<file path="config.mk">
export PLATFORM = sky130hd
export DESIGN_NAME = riscv_lsu
export DESIGN_NICKNAME = d
export VERILOG_FILES = /design/src/rtl/riscv_lsu_pkg.sv /design/src/rtl/riscv_lsu_align.sv /design/src/rtl/riscv_lsu.sv
export SDC_FILE = /design/constraint.sdc
export NUM_CORES = 1
export LEC_CHECK = 0
export BUFFER_PORTS_ARGS = -buffer_cell sky130_fd_sc_hd__buf_2
export CAP_MARGIN = 20
export CORE_AREA = 10 10 151 97
export CTS_CLUSTER_SIZE = 24
export DETAILED_ROUTE_END_ITERATION = 10
export DIE_AREA = 0 0 161 107
export GPL_TIMING_DRIVEN = 0
export PLACE_DENSITY = 0.81
export SETUP_SLACK_MARGIN = 0.4
export SLEW_MARGIN = 0
export SYNTH_ARGS = -nofsm -noshare
export SYNTH_HDL_FRONTEND = slang
export SYNTH_SLANG_ARGS = --single-unit
export TNS_END_PERCENT = 10
</file>
<file path="constraint.sdc">
create_clock -name clk -period 2.24 [get_ports clk]
set_clock_uncertainty 0.15 [all_clocks]
set_input_delay 0.112 -clock clk [delete_from_list [all_inputs] [get_ports clk]]
set_output_delay 0.112 -clock clk [all_outputs]
set_load 0.05 [all_outputs]
</file>
<file path="src/rtl/riscv_lsu_pkg.sv">
// ---------------------------------------------------------------------------
// riscv_lsu_pkg
// Shared definitions for the load/store unit: access-size encodings,
// response error codes, the LSU state enum and the size-to-byte-mask helper.
// ---------------------------------------------------------------------------
package riscv_lsu_pkg;

   // Access size encodings as carried on req_size_i
   localparam logic [1:0] SIZE_B = 2'd0;
   localparam logic [1:0] SIZE_H = 2'd1;
   localparam logic [1:0] SIZE_W = 2'd2;
   localparam logic [1:0] SIZE_D = 2'd3;

   // Response error codes as driven on rsp_errcode_o
   localparam logic [1:0] ERRC_NONE     = 2'd0;
   localparam logic [1:0] ERRC_MISALIGN = 2'd1;
   localparam logic [1:0] ERRC_TIMEOUT  = 2'd2;

   typedef enum logic [1:0] {
      ST_IDLE,
      ST_BEAT0,
      ST_BEAT1,
      ST_ERR
   } lsu_state_e;

   // Unshifted byte-enable pattern for an access of the given size
   function automatic logic [7:0] size_to_mask(input logic [1:0] size);
      case (size)
         SIZE_B:  return 8'h01;
         SIZE_H:  return 8'h03;
         SIZE_W:  return 8'h0F;
         default: return 8'hFF;
      endcase
   endfunction

endpackage

</file>
<file path="src/rtl/riscv_lsu_align.sv">
// ---------------------------------------------------------------------------
// riscv_lsu_align
// Combinational lane steering for the LSU.
//   Store side: shifts store data and the size byte-mask up to the byte
//   offset inside the XLEN/8-byte beat.
//   Load side : shifts beat data down by the byte offset, masks to the access
//   size and sign- or zero-extends.
// Build option RISCV_LSU_MISALIGN_SPLIT_EN adds the second-beat store lanes
// (st_data_hi/st_be_hi) and the second-beat load input (ld_hi) so that an
// access crossing a beat boundary can be split and merged.
// Ports:
//   st_size, st_off, st_wdata   : store size, byte offset, LSB-aligned data
//   st_data_lo/st_be_lo         : lanes for the first (floor) beat
//   st_data_hi/st_be_hi         : lanes for the second beat (split build)
//   ld_size, ld_uns, ld_off     : load size, zero-extend flag, byte offset
//   ld_lo / ld_hi               : first / second beat read data
//   ld_data                     : aligned, extended load result
// ---------------------------------------------------------------------------
module riscv_lsu_align
   import riscv_lsu_pkg::*;
#(
   parameter int XLEN = 32
) (
   input  logic [1:0]                     st_size,
   input  logic [$clog2(XLEN/8)-1:0]      st_off,
   input  logic [XLEN-1:0]                st_wdata,
   output logic [XLEN-1:0]                st_data_lo,
   output logic [XLEN/8-1:0]              st_be_lo,
`ifdef RISCV_LSU_MISALIGN_SPLIT_EN
   output logic [XLEN-1:0]                st_data_hi,
   output logic [XLEN/8-1:0]              st_be_hi,
   input  logic [XLEN-1:0]                ld_hi,
`endif
   input  logic [1:0]                     ld_size,
   input  logic                           ld_uns,
   input  logic [$clog2(XLEN/8)-1:0]      ld_off,
   input  logic [XLEN-1:0]                ld_lo,
   output logic [XLEN-1:0]                ld_data
);

   localparam int NB    = XLEN / 8;
   localparam int OFF_W = $clog2(NB);

   logic [OFF_W+2:0] st_sh;
   logic [OFF_W+2:0] ld_sh;
   logic [NB-1:0]    st_mask;
   logic [XLEN-1:0]  ld_shifted;
   logic [6:0]       ld_bits;
   logic [XLEN-1:0]  ext_mask;
   logic             ld_sign;

   assign st_sh   = {st_off, 3'b000};
   assign ld_sh   = {ld_off, 3'b000};
   assign st_mask = NB'(size_to_mask(st_size));

`ifdef RISCV_LSU_MISALIGN_SPLIT_EN
   // Shift across a double-width window; the upper half feeds the second beat
   logic [2*XLEN-1:0] st_wide;
   logic [2*NB-1:0]   be_wide;

   assign st_wide                  = {{XLEN{1'b0}}, st_wdata} << st_sh;
   assign be_wide                  = {{NB{1'b0}}, st_mask} << st_off;
   assign {st_data_hi, st_data_lo} = st_wide;
   assign {st_be_hi, st_be_lo}     = be_wide;
   assign ld_shifted               = XLEN'({ld_hi, ld_lo} >> ld_sh);
`else
   assign st_data_lo = st_wdata << st_sh;
   assign st_be_lo   = st_mask << st_off;
   assign ld_shifted = ld_lo >> ld_sh;
`endif

   // Width in bits of the access; a shift of >= XLEN yields an all-ones mask
   assign ld_bits  = 7'd8 << ld_size;
   assign ext_mask = ~({XLEN{1'b1}} << ld_bits);

   always_comb begin
      case (ld_size)
         SIZE_B:  ld_sign = ld_shifted[7];
         SIZE_H:  ld_sign = ld_shifted[15];
         SIZE_W:  ld_sign = ld_shifted[31];
         default: ld_sign = ld_shifted[XLEN-1];
      endcase
   end

   assign ld_data = (ld_shifted & ext_mask) | ((ld_sign && !ld_uns) ? ~ext_mask : '0);

endmodule

</file>
<file path="src/rtl/riscv_lsu.sv">
// ---------------------------------------------------------------------------
// riscv_lsu
// Load/store unit between the core memory stage and the data memory port.
// Byte/half/word (and dword when XLEN=64) accesses with byte enables,
// sign/zero-extended loads, stall-capable handshake with optional timeout,
// misaligned-access detection.
// Build option: RISCV_LSU_MISALIGN_SPLIT_EN -- misaligned accesses are
// serviced (one beat when contained in a beat, two beats when crossing);
// without it every misaligned access responds with errcode 1.
// Parameters: XLEN (32/64), ADDR_W, MAX_WAIT (0 = no timeout).
// Ports:
//   clk, rst (async, active low)
//   req_valid_i/req_ready_o, req_we_i, req_size_i, req_unsigned_i,
//   req_addr_i, req_wdata_i                      : core request
//   rsp_valid_o, rsp_rdata_o, rsp_err_o,
//   rsp_errcode_o                                : one-cycle response
//   data_ce_o, data_we_o, data_be_o, data_addr_o,
//   data_o, data_i, data_ack_i                   : memory port
// ---------------------------------------------------------------------------
module riscv_lsu
   import riscv_lsu_pkg::*;
#(
   parameter int XLEN     = 32,
   parameter int ADDR_W   = 32,
   parameter int MAX_WAIT = 0
) (
   input  logic                clk,
   input  logic                rst,
   input  logic                req_valid_i,
   output logic                req_ready_o,
   input  logic                req_we_i,
   input  logic [1:0]          req_size_i,
   input  logic                req_unsigned_i,
   input  logic [ADDR_W-1:0]   req_addr_i,
   input  logic [XLEN-1:0]     req_wdata_i,
   output logic                rsp_valid_o,
   output logic [XLEN-1:0]     rsp_rdata_o,
   output logic                rsp_err_o,
   output logic [1:0]          rsp_errcode_o,
   output logic                data_ce_o,
   output logic                data_we_o,
   output logic [XLEN/8-1:0]   data_be_o,
   output logic [ADDR_W-1:0]   data_addr_o,
   output logic [XLEN-1:0]     data_o,
   input  logic [XLEN-1:0]     data_i,
   input  logic                data_ack_i
);

   localparam int NB     = XLEN / 8;
   localparam int OFF_W  = $clog2(NB);
   localparam int WAIT_W = (MAX_WAIT > 1) ? $clog2(MAX_WAIT) : 1;
   localparam logic [WAIT_W-1:0] WAIT_LAST = WAIT_W'((MAX_WAIT > 0) ? MAX_WAIT - 1 : 0);

   lsu_state_e state_q, state_d;

   logic              we_q, we_d;
   logic              uns_q, uns_d;
   logic [1:0]        size_q, size_d;
   logic [OFF_W-1:0]  off_q, off_d;
   logic [WAIT_W-1:0] wait_q, wait_d;

   logic              ce_d, wen_d;
   logic [NB-1:0]     be_d;
   logic [ADDR_W-1:0] addr_d;
   logic [XLEN-1:0]   dout_d;
   logic              rsp_valid_d, rsp_err_d;
   logic [XLEN-1:0]   rsp_rdata_d;
   logic [1:0]        code_d;

   logic [1:0]        req_size_eff;
   logic [OFF_W-1:0]  req_off;
   logic [OFF_W-1:0]  req_amask;
   logic [ADDR_W-1:0] req_floor;
   logic              tmo_hit;
   logic              beat_done, beat_tmo;

   logic [XLEN-1:0]   st_data_lo;
   logic [NB-1:0]     st_be_lo;
   logic [XLEN-1:0]   ld_lo;
   logic [XLEN-1:0]   ld_data;

`ifdef RISCV_LSU_MISALIGN_SPLIT_EN
   logic [XLEN-1:0]   st_data_hi;
   logic [NB-1:0]     st_be_hi;
   logic [XLEN-1:0]   ld_hi;
   logic              split_q, split_d;
   logic [XLEN-1:0]   hi_data_q, hi_data_d;
   logic [NB-1:0]     hi_be_q, hi_be_d;
   logic [ADDR_W-1:0] hi_addr_q, hi_addr_d;
   logic [XLEN-1:0]   lo_rdata_q, lo_rdata_d;
`else
   logic              req_misal;
`endif

   assign req_ready_o  = (state_q == ST_IDLE);

   // A dword request on a 32-bit core is serviced as a word
   assign req_size_eff = (XLEN == 32 && req_size_i == SIZE_D) ? SIZE_W : req_size_i;
   assign req_off      = req_addr_i[OFF_W-1:0];
   assign req_amask    = OFF_W'((4'd1 << req_size_eff) - 4'd1);
   assign req_floor    = {req_addr_i[ADDR_W-1:OFF_W], {OFF_W{1'b0}}};
   assign tmo_hit      = (MAX_WAIT > 0) && !data_ack_i && (wait_q == WAIT_LAST);

`ifdef RISCV_LSU_MISALIGN_SPLIT_EN
   // The second beat's data is only meaningful while BEAT1 completes
   assign ld_lo = (state_q == ST_BEAT1) ? lo_rdata_q : data_i;
   assign ld_hi = (state_q == ST_BEAT1) ? data_i : '0;
`else
   assign ld_lo     = data_i;
   assign req_misal = |(req_off & req_amask);
`endif

   riscv_lsu_align #(
      .XLEN (XLEN)
   ) u_align (
      .st_size    (req_size_eff),
      .st_off     (req_off),
      .st_wdata   (req_wdata_i),
      .st_data_lo (st_data_lo),
      .st_be_lo   (st_be_lo),
`ifdef RISCV_LSU_MISALIGN_SPLIT_EN
      .st_data_hi (st_data_hi),
      .st_be_hi   (st_be_hi),
      .ld_hi      (ld_hi),
`endif
      .ld_size    (size_q),
      .ld_uns     (uns_q),
      .ld_off     (off_q),
      .ld_lo      (ld_lo),
      .ld_data    (ld_data)
   );

   always_comb begin
      state_d     = state_q;
      we_d        = we_q;
      uns_d       = uns_q;
      size_d      = size_q;
      off_d       = off_q;
      wait_d      = wait_q;
      ce_d        = data_ce_o;
      wen_d       = data_we_o;
      be_d        = data_be_o;
      addr_d      = data_addr_o;
      dout_d      = data_o;
      rsp_valid_d = 1'b0;
      rsp_rdata_d = '0;
      rsp_err_d   = 1'b0;
      code_d      = ERRC_NONE;
      beat_done   = 1'b0;
      beat_tmo    = 1'b0;
`ifdef RISCV_LSU_MISALIGN_SPLIT_EN
      split_d     = split_q;
      hi_data_d   = hi_data_q;
      hi_be_d     = hi_be_q;
      hi_addr_d   = hi_addr_q;
      lo_rdata_d  = lo_rdata_q;
`endif

      case (state_q)
         ST_IDLE: begin
            if (req_valid_i) begin
               we_d   = req_we_i;
               uns_d  = req_unsigned_i;
               size_d = req_size_eff;
               off_d  = req_off;
               wait_d = '0;
`ifdef RISCV_LSU_MISALIGN_SPLIT_EN
               state_d   = ST_BEAT0;
               ce_d      = 1'b1;
               wen_d     = req_we_i;
               be_d      = st_be_lo;
               addr_d    = req_floor;
               dout_d    = req_we_i ? st_data_lo : '0;
               // Any enabled byte in the upper window means the access crosses
               split_d   = |st_be_hi;
               hi_be_d   = st_be_hi;
               hi_data_d = req_we_i ? st_data_hi : '0;
               hi_addr_d = req_floor + ADDR_W'(NB);
`else
               if (req_misal) begin
                  state_d = ST_ERR;
               end else begin
                  state_d = ST_BEAT0;
                  ce_d    = 1'b1;
                  wen_d   = req_we_i;
                  be_d    = st_be_lo;
                  addr_d  = req_floor;
                  dout_d  = req_we_i ? st_data_lo : '0;
               end
`endif
            end
         end

         ST_BEAT0: begin
            if (data_ack_i) begin
`ifdef RISCV_LSU_MISALIGN_SPLIT_EN
               if (split_q) begin
                  state_d    = ST_BEAT1;
                  be_d       = hi_be_q;
                  addr_d     = hi_addr_q;
                  dout_d     = hi_data_q;
                  lo_rdata_d = data_i;
                  wait_d     = '0;
               end else begin
                  beat_done = 1'b1;
               end
`else
               beat_done = 1'b1;
`endif
            end else if (tmo_hit) begin
               beat_tmo = 1'b1;
            end else begin
               wait_d = wait_q + WAIT_W'(1);
            end
         end

`ifdef RISCV_LSU_MISALIGN_SPLIT_EN
         ST_BEAT1: begin
            if (data_ack_i) begin
               beat_done = 1'b1;
            end else if (tmo_hit) begin
               beat_tmo = 1'b1;
            end else begin
               wait_d = wait_q + WAIT_W'(1);
            end
         end
`endif

         ST_ERR: begin
            state_d     = ST_IDLE;
            rsp_valid_d = 1'b1;
            rsp_err_d   = 1'b1;
            code_d      = ERRC_MISALIGN;
         end

         default: state_d = ST_IDLE;
      endcase

      // Common completion of the last beat, whether by ack or by timeout
      if (beat_done || beat_tmo) begin
         state_d     = ST_IDLE;
         ce_d        = 1'b0;
         wen_d       = 1'b0;
         be_d        = '0;
         addr_d      = '0;
         dout_d      = '0;
         rsp_valid_d = 1'b1;
         if (beat_tmo) begin
            rsp_err_d = 1'b1;
            code_d    = ERRC_TIMEOUT;
         end else if (!we_q) begin
            rsp_rdata_d = ld_data;
         end
      end
   end

   always_ff @(posedge clk or negedge rst) begin
      if (!rst) begin
         state_q       <= ST_IDLE;
         we_q          <= 1'b0;
         uns_q         <= 1'b0;
         size_q        <= SIZE_B;
         off_q         <= '0;
         wait_q        <= '0;
         data_ce_o     <= 1'b0;
         data_we_o     <= 1'b0;
         data_be_o     <= '0;
         data_addr_o   <= '0;
         data_o        <= '0;
         rsp_valid_o   <= 1'b0;
         rsp_rdata_o   <= '0;
         rsp_err_o     <= 1'b0;
         rsp_errcode_o <= ERRC_NONE;
`ifdef RISCV_LSU_MISALIGN_SPLIT_EN
         split_q       <= 1'b0;
         hi_data_q     <= '0;
         hi_be_q       <= '0;
         hi_addr_q     <= '0;
         lo_rdata_q    <= '0;
`endif
      end else begin
         state_q       <= state_d;
         we_q          <= we_d;
         uns_q         <= uns_d;
         size_q        <= size_d;
         off_q         <= off_d;
         wait_q        <= wait_d;
         data_ce_o     <= ce_d;
         data_we_o     <= wen_d;
         data_be_o     <= be_d;
         data_addr_o   <= addr_d;
         data_o        <= dout_d;
         rsp_valid_o   <= rsp_valid_d;
         rsp_rdata_o   <= rsp_rdata_d;
         rsp_err_o     <= rsp_err_d;
         rsp_errcode_o <= code_d;
`ifdef RISCV_LSU_MISALIGN_SPLIT_EN
         split_q       <= split_d;
         hi_data_q     <= hi_data_d;
         hi_be_q       <= hi_be_d;
         hi_addr_q     <= hi_addr_d;
         lo_rdata_q    <= lo_rdata_d;
`endif
      end
   end

endmodule

</file>
## After elaboration in Yosys (flattened, before gate mapping)

Index checks and enable logic that the tools add are counted.

- Bits in registers: 114
- Input port bits: 104
- Word-level logic and storage cells: 82

- Add/sub/neg operators: 1
- Eq/ne operators: 9
- Shift operators: 6
- Mux-type cells: 36
- Bitwise logic cells: 5
- Reduce and logical (&&, ||, !) cells: 11

Operator list:

| kind | count |
|---|---|
| 32-bit 2-to-1 mux | 12 |
| 32-bit NOT | 2 |
| 32-bit AND | 1 |
| 32-bit OR | 1 |
| 32-bit by 5-bit << shifter with 32-bit output | 1 |
| 32-bit by 7-bit << shifter with 32-bit output, first input constant | 1 |
| 32-bit by 5-bit right shift with 32-bit output | 1 |
| 4-bit 2-to-1 mux | 4 |
| 1-bit 2-to-1 mux | 13 |
| 4-bit one-hot mux with 3 select lines | 1 |
| 2-bit 2-to-1 mux | 4 |
| 4-bit by 2-bit << shifter with 7-bit output, first input constant | 1 |
| 2-bit by 1-bit == test with 1-bit output, second input constant | 3 |
| 2-bit == test, second input constant | 3 |
| 2-bit logical NOT | 3 |
| 2-bit inequality test, second input constant | 2 |
| 2-bit one-hot mux with 2 select lines | 1 |
| 2-bit AND reduction | 2 |
| 2-bit nonzero test | 2 |
| 4-bit by 2-bit << shifter with 4-bit output | 1 |
| 3-bit by 2-bit inequality test with 1-bit output, second input constant | 1 |
| 3-bit AND reduction | 1 |
| 2-bit AND | 1 |
| 1-bit one-hot mux with 2 select lines | 1 |
| 5 further kinds | 5 |

## Logic depth before layout (Yosys ltp)

Gate-level depths: netlist (run 1).

- Word-level depth: 10
- Depth in mapped cells: 6
- Depth with buffers taken out: 3

## By module

Synthesis (run 1) repeated with hierarchy kept, for this count alone.

- Cells, all modules: 603
- Area, all modules: 5895.7 um^2

By module, submodules not included:

| module | times used | cells each | area an instance (um^2) | sequential area each (um^2) |
|---|---|---|---|---|
| riscv_lsu | 1 | 396 | 4443.0 | 2752.6 |
| riscv_lsu_align | 1 | 207 | 1452.6 | 0.0 |

## Worst setup path after synthesis (run 1)

Ideal clock, no wire load.

- Path type: reg2reg
- From: register state_q[1]
- To: register data_o[0]
- Setup time: 0.121 ns
- Data arrival time: 1.420 ns
- Setup slack: 0.549 ns
- Cell stages (with the launch flop): 6
- Cells stage by stage: dfrtp_1 -> buf_2 -> nor3b_4 -> a31oi_4 -> buf_6 -> a22o_1

- Cells in the longest elaborated chain, start to end: 4

RTL lines:

| element | RTL line | RTL |
|---|---|---|
| from (decl) | riscv_lsu.sv:54 | `lsu_state_e state_q, state_d;` |
| from (signal assigned) | riscv_lsu.sv:282 | `state_q <= state_d;` |
| 2-bit by 1-bit == test with 1-bit output | -- |  |
| 1-bit 2-to-1 mux | riscv_lsu.sv:159 | `case (state_q)` |
| 2-bit inequality test (no line) / 2-bit nonzero test (equally long branches) | -- |  |
| 3-bit AND reduction (no line) | -- |  |
| to (signal assigned) | riscv_lsu.sv:292 | `data_o <= dout_d;` |
| to (decl) | riscv_lsu.sv:44 | `output logic [XLEN-1:0] data_o,` |

Parallel ways exist; a longest one is shown, timed or not.
A chain may end at the register's enable or synchronous reset.

## Worst setup path in the final report (run 1)

- From: register off_q[1]
- To: register rsp_rdata_o[9]

- Cells in the longest elaborated chain, start to end: 7

RTL lines:

| element | RTL line | RTL |
|---|---|---|
| from (decl) | riscv_lsu.sv:59 | `logic [OFF_W-1:0] off_q, off_d;` |
| from (signal assigned) | riscv_lsu.sv:263 | `off_q <= '0;` |
| from (signal assigned) | riscv_lsu.sv:286 | `off_q <= off_d;` |
| 32-bit by 5-bit right shift with 32-bit output * | riscv_lsu_align.sv:69 | `assign ld_shifted = ld_lo >> ld_sh;` |
| 1-bit one-hot mux with 2 select lines | riscv_lsu_align.sv:77 | `case (ld_size)` |
| 1-bit logical AND | riscv_lsu_align.sv:85 | `assign ld_data = (ld_shifted & ext_mask) \| ((ld_sign && !ld_uns) ? ~ext_mask : '0);` |
| 32-bit 2-to-1 mux | riscv_lsu_align.sv:85 |  |
| 32-bit OR * | riscv_lsu_align.sv:85 |  |
| 32-bit 2-to-1 mux * | riscv_lsu.sv:251 | `end else if (!we_q) begin` |
| 32-bit 2-to-1 mux * | riscv_lsu.sv:240 | `if (beat_done \|\| beat_tmo) begin` |
| via rsp_rdata_d[9] | riscv_lsu.sv:67 | `logic [XLEN-1:0] rsp_rdata_d;` |
| to (signal assigned) | riscv_lsu.sv:294 | `rsp_rdata_o <= rsp_rdata_d;` |
| to (decl) | riscv_lsu.sv:37 | `output logic [XLEN-1:0] rsp_rdata_o,` |

The timed path passes the listed nets; every way through them passes the cells marked *.

==> results_dict.tcl, run 1 <==
set metrics [dict create \
    outcome "finished clean" \
    grt_pass1_wl_microns 29100 \
    htreeDepth 3 \
    path_class "reg2reg" \
    synth_cell_types 53 \
    antenna_found_initial 2 \
    dpl.hpwl_microns 13400 \
    critPathTopFamily "compound AO/OA/AOI/OAI gates" \
    dp_slack_ns 0.279 \
    slew_viol_final 0 \
    core-area_sq_um 11900 \
    cts_tree "built" \
    period_share_pct 84.0 \
    clock-sinks 110 \
    peakVddDrop_v 0.000541 \
    cp-start-kind "flip-flop" \
    start_util_pct 44.4 \
    nNetsFinal 861 \
    required_ns 2.28 \
    postSynthAreaPerCell_sq_um 11.5 \
    cts_made_buffers 9 \
    async_flop_share_pct 100 \
    arrival_ns 1.92 \
    grt_max_degree 68 \
    synth.most_common_cell "dfrtp_1" \
    power_leakage_nw 4.23 \
    worst_pin_slew_ns 0.725 \
    hold_viol_final 0 \
    clockRootBuffer "clkbuf_16" \
    drc_errors 0 \
    slowest_delay_ns 0.62 \
    final_antenna_net_count 0 \
    min_period_ns 1.88 \
    syn_to_final_growth_pct 45.4 \
    die_w_microns 161 \
    gp_congestion 0.916 \
    cts.path.max_buffers 2 \
    seq_area_frac_synth_pct 52.2 \
    synthFlopType "dfrtp_1" \
    setup_tns_ns 0 \
    hold_path_class "in2reg" \
    wl_microns 18500 \
    wire_per_inst_microns 19.9 \
    die_y_microns 107 \
    synth_seq_cells 110 \
    ios 211 \
    dr.pass1.iters 7 \
    via_count 4932 \
    p_per_area_nw_per_um2 862 \
    synth_common_cells "dfrtp_1, mux2i_1, nand2_1, inv_1, o2bb2ai_1" \
    critPathMaxFanout 8 \
    ys_top_cells_by_area "dfrtp_1, mux2i_1, o2bb2ai_1" \
    slew_headroom_pct 51.7 \
    yosysTopAreaCell "dfrtp_1" \
    synth-edff-count 0 \
    numPortBuffers 206 \
    grt_usage_pct 20.8 \
    max_freq_ghz 0.531 \
    drive_gt1_share_pct 36.0 \
    ys_warn_count 0 \
    finalSetupViolations 0 \
    critical_path_buf_inv_count 0 \
    synth_top_area_share_pct 52.2 \
    rsz0062_at_grt "yes" \
    drt_iter0_markers 340 \
    drt-vias-per-instance 5.31 \
    clkLatencyLatePin_ns 0.35 \
    netlist_area_sq_um 5270 \
    syn_inst 459 \
    grt_pass1_vias 5403 \
    cp-end-kind "flip-flop" \
    critPathSlowestCell "a221oi_2" \
    maxCapViolCount 0 \
    die_area_sq_um 17200 \
    grt-ovfl-total 0 \
    cts.clk_slew.worst_paths_ns 0.07 \
    fin_ws_ns 0.358 \
    num_rows 31 \
    worstPathCellList "mux2_2 > a221oi_2 > nor3_1" \
]
path summary, 6_finish.rpt:
check                           startpoint               to  slack (ns)  depth (start not counted)
hold / removal             req_wdata_i[14]       data_o[22]        0.03                          3
hold reg to reg                 data_o[10]       data_o[10]        0.34                          1
setup / recovery                  off_q[1]   rsp_rdata_o[9]        0.36                          3
max in group asynchronous              rst  data_addr_o[25]        1.04                          3
min in group asynchronous              rst       data_o[16]        0.16                          2
setup reg to reg                  off_q[1]   rsp_rdata_o[9]        0.36                          3
flip-flops by register name, indices dropped and copies added (netlist names), 2 cells and up:
register / count
data_be_o: 4
data_addr_o: 30
rsp_rdata_o: 32
data_o: 32
size_q: 2
state_q: 2
off_q: 2
worst reg2reg max path, stage by stage, from the launching register on:
cell      delay (ns)
dfrtp_1         0.41
mux2_2          0.41
a221oi_2        0.62
nor3_1          0.14
where the power goes:
part	switching (mW)	internal [mW]	leakage, nW	total, mW
registers	0.163	2.25	1.48	2.42
clock network	0.760	0.913	0.151	1.67
logic	1.75	0.763	2.60	2.51
logic make-up (layout without fill, tap and decap cells):
kind of cell | after synthesis | in the layout | synth area share (%)
buffers and inverters | 71 | 372 | 6.77
XOR/XNOR | 1 | 1 | 0.166
AND/OR/NAND/NOR | 108 | 108 | 10.9
AO/OA/AOI/OAI | 96 | 96 | 16.0
other | 1 | 4 | 0.0712
multiplexers | 72 | 72 | 13.9
flip-flops | 110 | 110 | 52.2
metrics by stage:
stage	std cells	utilization, %	hold WS (ns)	cell area, sq um	total power, mW
finish	928	64.5	0.0254	7660	6.60
global route	928	64.5	0.0118	7660	6.88
CTS	923	64.1	0.000242	7610	6.59
detailed placement	833	55.1	-0.000167	6550	4.80
global placement	832	54.9	0.157	6520	4.73
floorplan	461	-	-0.334	5280	4.11
per-layer routing:
metal  part of all wire, %  GRT usage, %  wire [microns]  vias to the layer above
met4                   2.4          6.27             450                        2
met3                    11          9.32            2000                       49
met2                    46          33.8            8590                      266
met5                 0.038             0               7                        -
li1                      -             -               -                     2227
met1                    40          24.6            7460                     2388
cells in the final DEF, fill, tap and decap left out, types with 3 or more instances in the layout:
master | Yosys | layout
buf_6 | 6 | 8
nor3_1 | 11 | 11
buf_4 | 8 | 15
dlygate4sd3_1 | 0 | 73
o22ai_1 | 8 | 8
clkbuf_1 | 8 | 8
buf_2 | 12 | 213
nand2_1 | 51 | 51
mux2i_1 | 63 | 63
dfrtp_1 | 110 | 110
a211oi_1 | 7 | 7
inv_1 | 33 | 33
mux2_2 | 8 | 8
o2bb2ai_1 | 24 | 24
conb_1 | 1 | 3
clkbuf_16 | 0 | 9
buf_1 | 3 | 3
a21o_1 | 4 | 4
a221oi_1 | 7 | 7
a32o_1 | 8 | 8
a211o_1 | 8 | 8
nand3b_1 | 3 | 3
nor2_1 | 16 | 16
a22o_1 | 16 | 16
nor2b_1 | 11 | 11
timing repair:
action,CTS,global route
hold endpoints to repair,117,0
endpoints found under the setup margin,47,83
gates resized for setup,1,12
buffers inserted,1,4
pin swaps,1,3
hold buffers,73,0
final cells by class:
cell class | count | area, sq um
Tap cell | 165 | 206
Sequential cell | 110 | 2750
Inverter | 34 | 128
Clock inverter | 5 | 65.1
Timing Repair Buffer | 285 | 1840
Antenna cell | 1 | 2.50
Multi-Input combinational cell | 280 | 2170
Buffer | 37 | 248
Clock buffer | 11 | 243
Fill cell | 916 | 4210
(Power assumes the default switching activity.)
==> run 2, diff against run 1 <==
- ABC_AREA: not set -> 1
- CORE_AREA: 10 10 151 97 -> 10 10 152 98
- DIE_AREA: 0 0 161 107 -> 0 0 162 108
- PLACE_DENSITY: 0.81 -> 0.83
- clock period: 2.24 -> 1.6 ns (I/O delays scaled with it)
==> run 2 against run 1 <==
  * The run now ends with setup timing left
  * Non-clock buffer count grew 40
  * Register-to-register slack got worse by 0.53 ns
  * Total power increased by 73%
  * Die area increased by 1.6%
  * Hold slack lost 0.019 ns
  * Sequential power increased by 48%
  * Synthesized area shrank 0.74%
  * Sequential share of layout area decreased by 4.6 points
  * First-iteration DRC count rose to 2.7 times the previous value
  * Global-route usage rose by 2.9 points
  * Largest cell class is now buffers
  * Highest routed layer unchanged
==> results_dict.tcl, run 2 <==
set metrics [dict create \
    clock-sinks 110 \
    postSynthAreaPerCell_sq_um 7.90 \
    crit_start "state_q[1]" \
    critPathTopFamily "buffers and inverters" \
    fin_ws_ns -0.170 \
    rr_worst_depth 11 \
    synth_common_cells "nand2_1, dfrtp_1, o21ai_0, nand3_1, nor2_1" \
    setup_tns_ns -5.15 \
    dr.pass1.iters 7 \
    required_ns 1.67 \
    dpl.hpwl_microns 14300 \
    p_clk_share_pct 19.8 \
    outcome "complete, but fails checks" \
    timing.hold.ws_ns 0.00625 \
    seq_area_sq_um 2750 \
    synth_top_area_share_pct 52.6 \
    synth-edff-count 0 \
    worstReg2RegStart "state_q[1]" \
    multi_input_area_sq_um 2430 \
    drt-vias-per-instance 5.27 \
    grt_pass1_wl_microns 33000 \
    cp_num_cells 11 \
    nNetsFinal 1097 \
    critPathSlowestCell "dfrtp_1" \
    worstPathCellList "nor2_4 > nand2_2 > inv_2 > nand2_4 > buf_12 > clkinv_8 > nor2_8 > buf_12 > clkbuf_16 > nand2_2 > nand2_1" \
    dp_cells 1041 \
    p_int_mw 6.26 \
    gp_congestion 0.948 \
    p_per_area_nw_per_um2 1300 \
    slowest_delay_ns 0.41 \
    seq_power_share_pct 31.5 \
    num_rows 32 \
    start_util_pct 42.4 \
    seq_area_frac_synth_pct 52.6 \
    power_leakage_nw 4.65 \
    slew_headroom_pct 52.0 \
    slew_viol_final 0 \
    yosysTopAreaCell "dfrtp_1" \
    die_area_sq_um 17500 \
    reg2reg_slack_ns -0.17 \
    hold_path_class "in2reg" \
    max_freq_ghz 0.565 \
    syn_inst 662 \
    syn_to_final_growth_pct 68.1 \
    netlist_area_sq_um 5230 \
    comb_power_share_pct 48.7 \
    nFillCells 925 \
    ys_top_cells_by_area "dfrtp_1, nand2_1, o21ai_0" \
    die_w_microns 162 \
    critical_path_buf_inv_count 5 \
    drc_errors 0 \
    switching_share_pct 45.2 \
    rsz0062_at_grt "yes" \
    ys_warn_count 0 \
    cp-start-kind "flip-flop" \
    dp_slack_ns -0.201 \
    wire_per_inst_microns 20.0 \
    numPortBuffers 206 \
    htreeDepth 3 \
    cts.clk_slew.worst_paths_ns 0.08 \
    async_flop_share_pct 100 \
    drive_gt1_share_pct 39.8 \
    wl_microns 23400 \
    r2r_end "data_addr_o[23]" \
    peakVddDrop_v 0.000701 \
    final_cells 1171 \
    final_antenna_net_count 0 \
    die_y_microns 108 \
    clockRootBuffer "clkbuf_16" \
    layout_common_cells "nand2_1, buf_2, dfrtp_1" \
    cts.path.max_buffers 2 \
    min_period_ns 1.77 \
    cts_made_buffers 9 \
    drt_iter0_markers 927 \
    via_count 6173 \
    synth_seq_cells 110 \
    arrival_ns 1.84 \
    grt_pass1_vias 5950 \
    violations "setup timing" \
    period_share_pct 111 \
    final_util_pct 71.3 \
    synth.most_common_cell "nand2_1" \
    synth_cell_types 29 \
    p_switching_mw 5.16 \
    cts_tree "built" \
    ios 211 \
    core-area_sq_um 12300 \
    cp-end-kind "flip-flop" \
    final_common_cell "nand2_1" \
    hold_viol_final 0 \
    synthFlopType "dfrtp_1" \
    reg.largest.list "data_o x32, rsp_rdata_o x32, data_addr_o x30" \
    cp-endpoint "data_addr_o[23]" \
    antenna_found_initial 3 \
    finalSetupViolations 64 \
    clkLatencyLatePin_ns 0.34 \
    path_class "reg2reg" \
    critPathMaxFanout 6 \
    worst_pin_slew_ns 0.720 \
    grt_max_degree 73 \
    grt-ovfl-total 0 \
    grt_usage_pct 23.8 \
    maxCapViolCount 0 \
]
## run 2: cell types whose count changed after synthesis, moves of 10 or more
cell       delta
a21oi_1      +27
a22o_1       -15
buf_2        +10
inv_1        -12
mux2i_1      -59
nand2_1     +228
nand2_2      +11
nand3_1      +31
nor2_1       +16
nor2b_1      -11
nor3_1       -10
o21ai_0      +69
o2bb2ai_1    -24
## run 2: per-layer routing
metal  routed length (microns)  track usage (%)  vias up
met5                        18                0        -
met4                       517             5.17        2
met3                      2750             9.15       52
met2                     10200             35.7      420
met1                      9880             32.0     2929
li1                          -                -     2770
## run 2: final cells by class
type	count	share of cell area, %
Inverter	28	1.49
Timing Repair inverter	1	0.0854
Multi-Input combinational cell	481	27.6
Timing Repair Buffer	317	29.1
Clock inverter	7	0.854
Antenna cell	3	0.0854
Sequential cell	110	31.3
Tap cell	170	2.42
Buffer	45	4.51
Clock buffer	9	2.56
## run 2: worst register-to-register path, stage by stage (launching register included)
cell	delay, ns
dfrtp_1	0.41
nor2_4	0.14
nand2_2	0.08
inv_2	0.08
nand2_4	0.08
buf_12	0.14
clkinv_8	0.05
nor2_8	0.04
buf_12	0.15
clkbuf_16	0.15
nand2_2	0.07
nand2_1	0.09
## run 2: timing repair
item | 4_1_cts | 5_1_grt
resized for setup | 173 | 143
buffers inserted | 17 | 8
hold endpoints to repair | 117 | 1
cloned | 3 | 5
hold buffers | 77 | 1
endpoints found under the setup margin | 178 | 248
pin swaps | 18 | 25
## run 2: worst min-delay path by stage
stage               slack (ns)     startpoint         endpoint  cells past startpoint
floorplan                -0.37            rst  data_addr_o[10]                      0
global placement          0.14  req_addr_i[9]   data_addr_o[9]                      3
detailed placement       -0.05            rst   rsp_rdata_o[6]                      1
CTS                      -0.07       req_we_i             we_q                      3
global route              0.01  req_addr_i[1]     data_be_o[2]                      4
finish                   0.006      data_i[7]   rsp_rdata_o[7]                      5
## run 2: metrics by stage
step	cell area, sq um	total power [mW]
after floorplan	5250	6.47
after global placement	6490	7.64
after detailed placement	6520	7.70
after CTS	8220	10.8
after global routing	8790	11.9
final	8790	11.4
## run 2: power groups by stage
stage               Sequential [mW]  Clock, mW  Combinational [mW]
global placement               3.51          0                4.13
floorplan                      5.00          0                1.48
global route                   3.64       2.43                5.87
detailed placement             3.52          0                4.18
finish                         3.59       2.26                5.56
CTS                            3.51       2.32                4.98
## run 2: kinds of logic after synthesis
logic type,synth area share (%)
and+or+nand+nor,28.0
AOI/OAI and AO/OA,11.5
DFF,52.6
other,0.0717
muxes,0.765
buffers and inverters,7.03
==> run 3, diff against run 2 <==
- TNS_END_PERCENT: 10 -> 30
==> run 3 against run 2 <==
  * The run still ends with setup timing left
  * Via count rose by 2.6%
  * First-iteration DRC count shrank 23%
  * Design area rose by 7.7%
  * Register-to-register slack about the same
  * Non-clock buffer count is 16 higher
  * Total power rose by 7.8%
  * Clock-buffer cell count is the same
  * Flip-flop and latch count is the same
  * Routed wire length is 7.4% higher
  * Clock power about the same
  * Combinational power grew 15%
  * Critical path depth decreased by 4
==> results_dict.tcl, run 3 (synthesis results as in run 2) <==
set metrics [dict create \
    hold_path_class "in2reg" \
    nNetsFinal 1113 \
    cp-start-kind "flip-flop" \
    syn_to_final_growth_pct 81.0 \
    dr.pass1.iters 5 \
    peakVddDrop_v 0.000722 \
    crit_top_cell "nor2_4" \
    start_util_pct 42.4 \
    crit_start "state_q[1]" \
    violations "setup timing" \
    wl_microns 25100 \
    drive_gt1_share_pct 48.0 \
    grt_max_degree 73 \
    power_leakage_nw 4.93 \
    critical_path_buf_inv_count 2 \
    rsz0062_at_grt "yes" \
    drt-vias-per-instance 5.34 \
    grt-ovfl-total 0 \
    power_mw 12.3 \
    core-area_sq_um 12300 \
    die_y_microns 108 \
    drt_iter0_markers 715 \
    required_ns 1.71 \
    reg.largest.list "data_o x32, rsp_rdata_o x32, data_addr_o x30" \
    cts_made_buffers 9 \
    critPathMaxFanout 6 \
    grt_pass1_wl_microns 34900 \
    fin_ws_ns -0.169 \
    worst_pin_slew_ns 0.748 \
    num_rows 32 \
    wire_per_inst_microns 21.2 \
    numPortBuffers 206 \
    cts.clk_slew.worst_paths_ns 0.08 \
    p_clk_share_pct 18.3 \
    drc_errors 0 \
    layout_common_cells "nand2_1, buf_2, dfrtp_1" \
    via_count 6336 \
    dpl.hpwl_microns 14300 \
    grt_usage_pct 25.1 \
    cts.path.max_buffers 2 \
    switching_share_pct 45.8 \
    outcome "complete, but fails checks" \
    antenna_found_initial 4 \
    cp-end-kind "flip-flop" \
    period_share_pct 111 \
    r2r_end "data_o[21]" \
    maxCapViolCount 0 \
    place_area_sq_um 6520 \
    critPathTopFamily "simple AND/OR/NAND/NOR gates" \
    arrival_ns 1.88 \
    final_common_cell "nand2_1" \
    path_class "reg2reg" \
    setup_tns_ns -6.30 \
    p_per_area_nw_per_um2 1300 \
    cts_tree "built" \
    final_cell_area_sq_um 9470 \
    cp_num_cells 7 \
    min_period_ns 1.77 \
    gp_congestion 0.948 \
    max_freq_ghz 0.565 \
    hold_viol_final 0 \
    slowest_delay_ns 0.41 \
    slew_viol_final 0 \
    seq_power_share_pct 29.9 \
    clockRootBuffer "clkbuf_16" \
    rr_worst_depth 7 \
    reg2reg_slack_ns -0.17 \
    ios 211 \
    cp-endpoint "data_o[21]" \
    worstReg2RegStart "state_q[1]" \
    finalSetupViolations 85 \
    p_int_mw 6.67 \
    clock-sinks 110 \
    slew_headroom_pct 50.1 \
    critPathSlowestCell "dfrtp_1" \
    clkLatencyLatePin_ns 0.34 \
    die_area_sq_um 17500 \
    final_antenna_net_count 0 \
    grt_pass1_vias 6134 \
    htreeDepth 3 \
    die_w_microns 162 \
    p_switching_mw 5.64 \
    worstPathCellList "nor2_4 > nand2_2 > inv_2 > nand2_4 > nor2_4 > clkinvlp_4 > o21ai_1" \
    comb_power_share_pct 51.8 \
]
## run 3: cell types whose count changed in the layout (fill, tap and decap cells not counted), moves of 6 or more
cell     before  now
nand2_2      45   70
a21oi_2      10   16
nand2_4       7   37
nor2_1       29   22
o21ai_2      11   18
nand2_1     239  183
## run 3: worst reg2reg max path, cell delays in order (launching register included)
cell and delay (ns):
dfrtp_1 0.41, nor2_4 0.14, nand2_2 0.08, inv_2 0.08
nand2_4 0.08, nor2_4 0.24, clkinvlp_4 0.28, o21ai_1 0.23
## run 3: cell type report
cell class / instances / area [sq um]
Antenna cell: 3 / 7.51
Inverter: 28 / 134
Sequential cell: 110 / 2750
Tap cell: 170 / 213
Timing Repair inverter: 1 / 7.51
Buffer: 45 / 432
Multi-Input combinational cell: 481 / 2830
Timing Repair Buffer: 333 / 2800
Clock inverter: 7 / 75.1
Clock buffer: 9 / 225
Fill cell: 805 / 2860
## run 3: per-layer routing
| layer | global-route usage (%) | up-vias | part of all wire, % |
|---|---|---|---|
| met5 | 0 | - | 0.052 |
| met4 | 5.76 | 2 | 1.9 |
| met3 | 9.41 | 65 | 12 |
| met2 | 38.5 | 442 | 45 |
| met1 | 33.2 | 3031 | 41 |
| li1 | - | 2796 | - |
## run 3: how the worst min path moves through the flow
| stage | startpoint | end | depth (start not counted) |
|---|---|---|---|
| CTS | req_we_i | we_q | 3 |
| finish | data_i[31] | rsp_rdata_o[31] | 5 |
| detailed placement | rst | rsp_rdata_o[6] | 1 |
| global placement | req_addr_i[9] | data_addr_o[9] | 3 |
| floorplan | rst | data_addr_o[10] | 0 |
| global route | data_i[31] | rsp_rdata_o[31] | 5 |
## run 3: power groups by stage
stage	clock network, mW	registers [mW]	logic (mW)
after global placement	0	3.51	4.13
after detailed placement	0	3.52	4.18
after global routing	2.40	3.72	6.69
after CTS	2.32	3.54	5.52
final	2.26	3.68	6.37
after floorplan	0	5.00	1.48
## run 3: what timing repair did
action	in CTS	in global routing
pin swaps	19	27
gates cloned	9	5
hold buffers	79	1
buffers inserted	22	11
hold endpoints to repair	119	1
setup endpoints to repair	178	254
resized for setup	243	205
## run 3: per-stage QoR
stage | instances | util, % | hold slack (ns) | worst slack, ns
after floorplan | 664 | - | -0.366 | -0.156
after global placement | 1040 | 52.6 | 0.136 | -1.01
after detailed placement | 1041 | 52.9 | -0.0531 | -0.201
after CTS | 1167 | 70.2 | -0.0657 | -0.0569
after global routing | 1186 | 76.8 | 0.0106 | -0.249
final | 1187 | 76.8 | 0.00686 | -0.169
